`src/rtl/neurospider_pkg.sv`:
```
// Shared Q8.8 constants and controller state encoding for the neuron pipeline
// (parameter-fetch stage and MAC/accumulate stage).
package neurospider_pkg;

  localparam int DATA_W    = 16;
  localparam int FRAC_BITS = 8;

  localparam logic [DATA_W-1:0] Q_MAX = 16'h7FFF;
  localparam logic [DATA_W-1:0] Q_MIN = 16'h8000;

  localparam logic [1:0] ST_IDLE   = 2'd0;
  localparam logic [1:0] ST_ACCUM  = 2'd1;
  localparam logic [1:0] ST_FINISH = 2'd2;

  typedef enum logic [1:0] {
    S_IDLE   = ST_IDLE,
    S_ACCUM  = ST_ACCUM,
    S_FINISH = ST_FINISH
  } state_e;

endpackage

```
`src/rtl/neuron_mac_accum_q_saturate.sv`:
```
// Converts a Q.16 accumulator back to Q8.8: arithmetic shift (floor), clamp to
// the Q8.8 range, then optional ReLU. Purely combinational.
module q_saturate
  import neurospider_pkg::*;
#(
  parameter int ACC_W   = 48,
  parameter bit RELU_EN = 1'b1
) (
  input  logic signed [ACC_W-1:0]  i_acc,
  output logic signed [DATA_W-1:0] o_val
);

  localparam logic signed [ACC_W-1:0] LIM_MAX = {{(ACC_W-DATA_W){1'b0}}, Q_MAX};
  localparam logic signed [ACC_W-1:0] LIM_MIN = {{(ACC_W-DATA_W){1'b1}}, Q_MIN};

  logic signed [ACC_W-1:0] w_shift;

  assign w_shift = i_acc >>> FRAC_BITS;

  // Clamp to the representable range; ReLU wins over the negative clamp.
  always_comb begin
    o_val = w_shift[DATA_W-1:0];
    if (w_shift > LIM_MAX) begin
      o_val = Q_MAX;
    end else if (w_shift < LIM_MIN) begin
      o_val = Q_MIN;
    end
    if (RELU_EN && w_shift[ACC_W-1]) begin
      o_val = '0;
    end
  end

endmodule

```
`src/rtl/neuron_mac_accum.sv`:
```
// Neuron multiply-accumulate stage: consumes (value, weight) pairs from the
// fetch stage, accumulates onto the bias and writes one Q8.8 activation.
//
//  state    | meaning
//  ---------+--------------------------------------------------------------
//  S_IDLE   | waiting for startAccum; latches count, address and bias
//  S_ACCUM  | 2-stage MAC: register product, then add it to accumulator
//  S_FINISH | one cycle: saturate/ReLU, register result and write strobe
module neuron_mac_accum
  import neurospider_pkg::*;
#(
  parameter int ACC_W   = 48,
  parameter bit RELU_EN = 1'b1
) (
  input  logic              clk,
  input  logic              rst,
  input  logic              startAccum,
  input  logic [DATA_W-1:0] numAdds,
  input  logic [DATA_W-1:0] neuronIdx,
  input  logic [DATA_W-1:0] biasVal,
  input  logic [DATA_W-1:0] inVal,
  input  logic [DATA_W-1:0] inWeight,
  input  logic              inWE,
  output logic [DATA_W-1:0] resultAddr,
  output logic [DATA_W-1:0] resultVal,
  output logic              resultWE,
  output logic              accumDone,
  output logic              busy
);

  state_e                     r_state;
  state_e                     w_state_nxt;
  logic [DATA_W-1:0]          r_num;
  logic [DATA_W-1:0]          r_idx;
  logic [DATA_W-1:0]          r_cnt;
  logic signed [2*DATA_W-1:0] r_prod;
  logic                       r_prod_valid;
  logic signed [ACC_W-1:0]    r_acc;
  logic [DATA_W-1:0]          r_result_val;
  logic [DATA_W-1:0]          r_result_addr;
  logic                       r_result_we;
  logic                       w_last;
  logic                       w_take;
  logic signed [2*DATA_W-1:0] w_prod;
  logic signed [DATA_W-1:0]   w_sat;

  // The product in flight is the final one: once it lands, no further pair
  // may enter the pipeline, so an extra strobe in that cycle is dropped.
  assign w_last = r_prod_valid && ((r_cnt + 1'b1) == r_num);
  assign w_take = (r_state == S_ACCUM) && inWE && !w_last;
  assign w_prod = $signed(inVal) * $signed(inWeight);

  q_saturate #(
    .ACC_W   (ACC_W),
    .RELU_EN (RELU_EN)
  ) u_sat (
    .i_acc (r_acc),
    .o_val (w_sat)
  );

  // State register.
  always_ff @(posedge clk or negedge rst) begin
    if (!rst) begin
      r_state <= S_IDLE;
    end else begin
      r_state <= w_state_nxt;
    end
  end

  // Next-state decode.
  always_comb begin
    w_state_nxt = r_state;
    case (r_state)
      S_IDLE: begin
        if (startAccum) begin
          w_state_nxt = (numAdds == '0) ? S_FINISH : S_ACCUM;
        end
      end
      S_ACCUM: begin
        if (w_last) begin
          w_state_nxt = S_FINISH;
        end
      end
      S_FINISH: w_state_nxt = S_IDLE;
      default:  w_state_nxt = S_IDLE;
    endcase
  end

  // Datapath: start latching, product/accumulate pipeline and result registers.
  always_ff @(posedge clk or negedge rst) begin
    if (!rst) begin
      r_num         <= '0;
      r_idx         <= '0;
      r_cnt         <= '0;
      r_prod        <= '0;
      r_prod_valid  <= 1'b0;
      r_acc         <= '0;
      r_result_val  <= '0;
      r_result_addr <= '0;
      r_result_we   <= 1'b0;
    end else begin
      r_result_we <= 1'b0;
      case (r_state)
        S_IDLE: begin
          if (startAccum) begin
            r_num        <= numAdds;
            r_idx        <= neuronIdx;
            r_acc        <= {{(ACC_W-DATA_W-FRAC_BITS){biasVal[DATA_W-1]}}, biasVal,
                             {FRAC_BITS{1'b0}}};
            r_cnt        <= '0;
            r_prod_valid <= 1'b0;
          end
        end
        S_ACCUM: begin
          r_prod_valid <= w_take;
          if (w_take) begin
            r_prod <= w_prod;
          end
          if (r_prod_valid) begin
            r_acc <= r_acc + {{(ACC_W-2*DATA_W){r_prod[2*DATA_W-1]}}, r_prod};
            r_cnt <= r_cnt + 1'b1;
          end
        end
        S_FINISH: begin
          r_result_val  <= w_sat;
          r_result_addr <= r_idx;
          r_result_we   <= 1'b1;
          r_prod_valid  <= 1'b0;
        end
        default: ;
      endcase
    end
  end

  assign resultVal  = r_result_val;
  assign resultAddr = r_result_addr;
  assign resultWE   = r_result_we;
  assign accumDone  = r_result_we;
  assign busy       = (r_state != S_IDLE);

endmodule
```
`config.mk`:
```
export PLATFORM = sky130hd
export DESIGN_NAME = neuron_mac_accum
export DESIGN_NICKNAME = d
export VERILOG_FILES = /design/src/rtl/neurospider_pkg.sv /design/src/rtl/neuron_mac_accum_q_saturate.sv /design/src/rtl/neuron_mac_accum.sv
export SDC_FILE = /design/constraint.sdc
export NUM_CORES = 1
export LEC_CHECK = 0
export BUFFER_PORTS_ARGS = -buffer_cell sky130_fd_sc_hd__buf_2
export CORE_ASPECT_RATIO = 1.1
export CORE_MARGIN = 4
export CORE_UTILIZATION = 45
export CTS_CLUSTER_SIZE = 20
export DETAILED_ROUTE_END_ITERATION = 12
export PLACE_DENSITY = 0.68
export SETUP_SLACK_MARGIN = 0.02
export SLEW_MARGIN = 30
export SYNTH_ARGS = -nofsm -noshare
export SYNTH_HDL_FRONTEND = slang
export SYNTH_SLANG_ARGS = --single-unit
```
`constraint.sdc`:
```
create_clock -name clk -period 3.9 [get_ports clk]
set_clock_uncertainty 0.2 [all_clocks]
set_input_delay 0.78 -clock clk [delete_from_list [all_inputs] [get_ports clk]]
set_output_delay 0.78 -clock clk [all_outputs]
set_load 0.02 [all_outputs]
```
======== Word level (Yosys, flattened, before mapping) ========
Index checks and enable logic that the tools add are counted.
storage, ports and cells
  register bits ........................... 164
  output and inout bits ................... 35
  logic and storage cells ................. 51
cells by class
  multipliers ............................. 1
  reduce and logical (&&, ||, !) cells .... 14
  mux-type cells .......................... 16
  equal/unequal tests ..................... 6
  magnitude comparators ................... 2
  add/subtract/negate cells ............... 2
operators with widths
  kind                   number
  $mux 48                2
  $pmux 48 s2            1
  $mux 16                5
  $add 48x48->48         1
  $gt 40x16->1 const B   1
  $lt 40x16->1 const B   1
  $mul 16x16->32         1
  $pmux 16 s2            1
  $add 16x1->16 const B  1
  $eq 16x16->1           1
  $logic_not 16->1       1
  $reduce_and 2->1       4
  $mux 2                 3
  $ne 2x2->1 const B     3
  $pmux 2 s2             1
  $reduce_bool 2->1      2
  $logic_and 1x1->1      3
  $pmux 1 s3             1
  $reduce_and 3->1       1
  $reduce_bool 3->1      1
  $eq 2x1->1 const B     1
  $eq 2x2->1 const B     1
  $logic_not 2->1        1
  $mux 1                 2
  $logic_not 1->1        1

======== Longest topological paths before layout ========
Gate-level depths: netlist (run 1).
  depth in word-level cells ............... 6
  depth in mapped cells ................... 26
  depth with buffers taken out ............ 25

======== Cells and area by module ========
From an unflattened synthesis (run 1), not the netlist that was laid out.
unflattened totals
  cell total of the unflattened synthesis .. 2092
  area, all modules ....................... 19478.7 um^2
by module, submodules not included
  module            seq. area each (um^2)  instances  cells an instance  area an instance (um^2)
  neuron_mac_accum  4103.9                 1          2044               19170.9
  q_saturate        0.0                    1          48                 307.8

======== Worst setup path after synthesis (run 1) ========
OpenSTA, ideal clock, no wires.
  path kind ............................... input-to-reg
  from .................................... input port inWeight[6]
  to ...................................... register r_prod[30]
  data required time ...................... 3.617 ns
  stages on the path ...................... 24
  buffers on the path ..................... 2
  setup slack ............................. -2.856 ns
  arrival ................................. 6.473 ns
  path through ............................ clkbuf_1 -> and2_1 -> fa_1 -> inv_1 -> fa_1 -> fa_1 -> inv_1 -> fa_1 -> fa_1 -> inv_1 -> fa_1 -> inv_1 -> ha_1 -> buf_2 -> a21oi_1 -> o21ai_0 -> a21oi_1 -> a211oi_1 -> or2_2 -> nor3b_1 -> o41ai_2 -> o21ai_0 -> xnor2_1 -> o21ai_0
on the way
  cells in the longest elaborated chain, start to end .. 1
RTL lines
  element               RTL line                 source
  from (decl)           neuron_mac_accum.sv:22   input logic [DATA_W-1:0] inWeight,
  $mul 16x16->32        neuron_mac_accum.sv:51   assign w_prod = $signed(inVal) * $signed(inWeight);
  to (signal assigned)  neuron_mac_accum.sv:117  r_prod <= w_prod;
  to (decl)             neuron_mac_accum.sv:36   logic signed [2*DATA_W-1:0] r_prod;
No other way between the ends.
A chain may end at the register's enable or synchronous reset.

======== Final worst setup path (run 1) ========
  from .................................... input port inVal[15]
  to ...................................... register r_prod[31]
on the way
  cells in the longest elaborated chain, start to end .. 1
RTL lines
  element         RTL line                source
  from (decl)     neuron_mac_accum.sv:21  input logic [DATA_W-1:0] inVal,
  $mul 16x16->32  neuron_mac_accum.sv:51
No other way between the ends.

==> reports/metrics.yaml, run 1 <==
worst_setup_path:
  cp.arrival_ns: 6.16
  cp.depth: 25
  critPathKind: "in -> reg"
  slowest_stage: "fa_1"
  worst_setup_path_start_kind: "input pin"
  critPathBufInv: 7
  crit_fanout: 4
  r2r_end: "r_acc[30]"
  required_ns: 4.03
  crit_family: "adder cells"
  crit_top_cell: "fa_1"
  max_stage_delay_ns: 0.54
  r2r_setup_slack_ns: 0.20
  ff2ff_path_depth: 12
  cp-end-kind: "flip-flop"
  r2r-start: "r_prod[0]"
global_route:
  grt_pass1_vias: 17182
  grt_pass1_wl_um: 84480
  grt_antenna_before_repair: 2
  grt_use_met2: 0.3725
  use_met3: 0.02715
  grt-ovfl-total: 0
  grt_usage: 0.2144
  grt_max_degree: 70
  use_met1: 0.2862
  top_usage_layer: "met2"
route:
  antenna_left: 0
  route.detailed.drc: 0
  vias: 16243
  drt_iter0_markers: 1014
  drtPass1Iterations: 5
  routed_via_density: 5.233
  wl_um: 50060
  wire_per_inst_um: 16.13
cells_and_area:
  fillers: 3817
  final_area_um2: 24130
  layout_common_cells: "nand2_1, inv_1, fa_1"
  drive_gt1_frac: 0.2275
  final_common_cell: "nand2_1"
  area_growth_pct: 22.59
  stdcell_count: 3104
  multiInputGateArea_um2: 14750
  ff_latch_area_um2: 4104
  fin_util: 0.5566
  nets: 2992
logic_synthesis:
  ys.flop_type: "dfrtp_1"
  yosys_warnings: 0
  synth_seq_area_share: 0.2085
  syn_nets: 2735
  netlist_area_um2: 19680
  ys_ff_latch: 164
  synthCells: 2258
  avgSynthCellArea_um2: 8.716
  yosysTopAreaCell: "fa_1"
  netlist.area_leader.share: 0.2675
  synth_edf_count: 0
  synth.distinct_cells: 69
  async_flop_share: 1.000
  synthTopCellsByArea: "fa_1, dfrtp_1, ha_1, nand2_1, inv_1"
placement:
  place_area_um2: 22470
  gp_congestion: 0.8945
  hpwl_um: 40050
  io_buffers: 118
  dp.cells: 3039
floorplan:
  rows: 80
  dieArea_um2: 47150
  ios: 119
  start_util: 0.4541
  core_um2: 43340
  die_h_um: 227.3
  die_w_um: 207.4
flow_run:
  cap_violations: 0
clocking:
  cts_buffer_depth: 2
  cts-root-buf: "clkbuf_16"
  cts_sinks: 164
  cts_tree: "built"
  clk_pin_slew_ns: 0.07
  htreeDepth: 4
  clk-insertion-delay-late_ns: 0.45
  holdBufCountCts: 0
  cts_made_buffers: 17
outcome:
  violations: "negative setup slack"
  status: "finished with violations"
sta:
  setup_viol: 26
  final-hold-violation-count: 0
  tightestPinTransition_ns: 0.8286
  min_period_ns: 6.031
  fin_ws_ns: -2.131
  max_slew_margin: 0.4456
  grt_setup_unrepaired: "yes"
  fmax_ghz: 0.1658
  min_period_over_period: 1.546
  slew_violations: 0
min_path:
  hp-class: "in -> async"
[flip-flops by register name (all words and copies together) (netlist names)]
signal and cells:
r_acc 48, r_prod 32, accumDone 1, r_state 2
r_prod_valid 1, resultVal 16, r_cnt 16, r_idx 16
r_num 16, resultAddr 16
[how the worst max path moves through the flow]
stage	start	end
floorplan	inVal[15]	r_prod[31]
global placement	inWeight[6]	r_prod[31]
detailed placement	inVal[8]	r_prod[31]
CTS	inVal[15]	r_prod[30]
global route	inVal[15]	r_prod[30]
finish	inVal[15]	r_prod[31]
[synth_stat cells, types with 15 or more instances]
master,count
a211oi_1,18
a21o_1,32
a21oi_1,118
a31oi_1,22
and2_1,127
and3_1,16
clkbuf_1,78
dfrtp_1,164
fa_1,263
ha_1,130
inv_1,352
mux2_2,21
nand2_1,371
nand3_1,22
nor2_1,113
o21ai_0,114
o21bai_1,15
o31ai_1,26
xnor2_1,59
xor2_1,35
[stage by stage]
step | setup WS (ns) | TNS (ns) | hold WS [ns]
CTS | -2.167 | -40.26 | 0.1456
global route | -2.335 | -44.88 | 0.1815
floorplan | -2.382 | -43.17 | 0.2417
global placement | -2.665 | -54.90 | 0.2539
finish | -2.131 | -40.53 | 0.1286
detailed placement | -2.790 | -56.92 | 0.2629
[routing by layer]
layer | up-vias | part of all wire
met2 | 407 | 0.49
li1 | 7776 | -
met1 | 7987 | 0.45
met3 | 73 | 0.044
met4 | 0 | 0.019
met5 | - | 0
[kinds of logic (layout without fill, tap and decap cells)]
group                      count (synthesis)  after routing  share of synthesized area
DFF                                      164            164                     0.2085
muxes                                     24             24                    0.01354
xor gates and xnor gates                  94             94                    0.04183
AOI/OAI and AO/OA                        405            405                     0.1294
and+or+nand+nor                          732            732                     0.1705
adders and majority gates                393            393                     0.3502
other                                      0              2                          0
buffers and inverters                    446            716                    0.08602
[layout make-up]
| cell class | instances | share of cell area |
|---|---|---|
| Multi-Input combinational cell | 1648 | 0.6112 |
| Sequential cell | 164 | 0.1701 |
| Tap cell | 574 | 0.02977 |
| Clock buffer | 19 | 0.01836 |
| Inverter | 352 | 0.05487 |
| Timing Repair Buffer | 332 | 0.1087 |
| Antenna cell | 2 | 0.0002074 |
| Clock inverter | 13 | 0.006846 |
[what timing repair did]
action | in CTS | in global routing
setup buffers | 26 | 11
setup endpoints to repair | 27 | 29
pin swaps | 87 | 85
resized for setup | 139 | 62
gates cloned | 1 | 2
Power of run 1 is not shown: default switching activity piles up to over one toggle a cycle in this logic, so the estimate is an artifact.
==> run 2: changes to the inputs <==
Settings changed: CORE_ASPECT_RATIO 1.1 to 1.4.
==> reports/metrics.yaml, run 2 (synthesis gave the netlist of run 1 again) <==
outcome:
  status: "finished with violations"
  violations: "negative setup slack"
cells_and_area:
  stdcell_count: 3085
  layout_common_cells: "nand2_1, inv_1, fa_1"
  reg.largest.list: "r_acc x48, r_prod x32"
  diodes: 0
  drive_gt1_frac: 0.2337
  area_growth_pct: 23.19
  largest_register_ffs: 48
  largest_register: "r_acc"
  final_area_um2: 24240
  nets: 2997
  final_common_cell: "nand2_1"
floorplan:
  core_um2: 43130
  rows: 90
  start_util: 0.4563
  dieArea_um2: 47190
  die_h_um: 255.4
  ios: 119
  die_w_um: 184.7
route:
  route.detailed.drc: 0
  routed_via_density: 5.243
  drtPass1Iterations: 7
  antenna_left: 0
  vias: 16174
  drt_iter0_markers: 674
  wl_um: 50080
  wire_per_inst_um: 16.23
placement:
  dp.cells: 3028
  place_area_um2: 22600
  gp_congestion: 0.9010
  io_buffers: 118
  hpwl_um: 40270
worst_setup_path:
  critPathLaunch: "inVal[5]"
  worst_setup_path_start_kind: "input pin"
  cp.arrival_ns: 6.23
  critPathKind: "in -> reg"
  required_ns: 4.04
  ff2ff_path_depth: 12
  crit_fanout: 6
  r2r-start: "r_prod[0]"
  r2r_setup_slack_ns: 0.20
  r2r_end: "r_acc[30]"
  cp-end-kind: "flip-flop"
min_path:
  hp-class: "in -> async"
global_route:
  grt_pass1_wl_um: 83540
  grt_pass1_vias: 17283
  grt_usage: 0.2136
  grt_max_degree: 79
  grt-ovfl-total: 0
  grt_antenna_before_repair: 0
sta:
  setup_viol: 26
  slew_violations: 0
  final-hold-violation-count: 0
  min_period_over_period: 1.563
  fin_ws_ns: -2.194
  max_slew_margin: 0.4135
  min_period_ns: 6.094
  grt_setup_unrepaired: "yes"
  fmax_ghz: 0.1641
  tightestPinTransition_ns: 0.8765
clocking:
  cts_buffer_depth: 2
  cts_made_buffers: 17
  htreeDepth: 4
  cts-root-buf: "clkbuf_16"
  cts_tree: "built"
  clk_pin_slew_ns: 0.06
  clk-insertion-delay-late_ns: 0.46
  cts_sinks: 164
flow_run:
  cap_violations: 0
[run 2: cell types whose count changed in the layout (fill, tap and decap cells not counted), moves of 4 or more]
cell,previous run,this run
buf_6,41,34
buf_12,10,15
fa_1,247,242
fa_2,16,21
buf_4,181,185
o21ai_0,79,75
[run 2: through the flow]
step                utilization  hold WS [ns]  TNS, ns  setup WS [ns]
global placement         0.5233        0.2529   -55.12         -2.678
CTS                      0.5545        0.1874   -40.81         -2.171
global route             0.5621        0.2290   -46.90         -2.419
detailed placement       0.5240        0.2624   -57.29         -2.809
finish                   0.5621        0.1624   -42.55         -2.194
floorplan                     -        0.2417   -43.17         -2.382
[run 2: critical path, stage by stage]
cell      delay (ns)
buf_12          0.12
and2_4          0.15
fa_1            0.53
inv_1           0.05
fa_2            0.54
fa_2            0.44
fa_1            0.51
inv_1           0.06
fa_1            0.51
inv_2           0.04
fa_1            0.54
inv_2           0.05
ha_4            0.28
nand4_1         0.11
a211oi_2        0.21
a21oi_2         0.12
a211oi_2        0.29
or2_4           0.18
nor3b_4         0.26
o41ai_4         0.10
o21ai_1         0.15
xnor2_1         0.13
o21ai_1         0.07
[run 2: final cells by class]
| type | instances | area, um^2 |
|---|---|---|
| timing repair buffer | 337 | 2695 |
| clock buffer | 18 | 439.2 |
| tap | 552 | 690.7 |
| multi-input combinational | 1648 | 14800 |
| clock inverter | 14 | 190.2 |
| sequential | 164 | 4104 |
| inverter | 352 | 1324 |
| fill | 3792 | 18890 |
[run 2: worst max path at each step]
stage,endpoint,slack (ns),cells after the start
2_1_floorplan,r_prod[31],-2.38,23
3_5_place_dp,r_prod[28],-2.81,23
5_1_grt,r_prod[30],-2.42,23
3_3_place_gp,r_prod[31],-2.68,23
4_1_cts,r_prod[29],-2.17,24
6_report,r_prod[30],-2.19,23
[run 2: metal layers]
metal,up-vias,GRT usage,part of all wire,routed length [um]
met5,-,0,0,0
met2,381,0.3906,0.53,26440
li1,7776,-,-,-
met1,7924,0.2627,0.40,20270
met4,0,0.07364,0.029,1433
met3,93,0.01736,0.039,1931
[run 2: what timing repair did]
item,CTS,global route
hold buffers,0,0
gates cloned,0,1
pin swaps,133,80
buffers inserted,23,10
gates resized for setup,145,64
endpoints found under the setup margin,27,32
Power of run 2 is left out for the same reason.
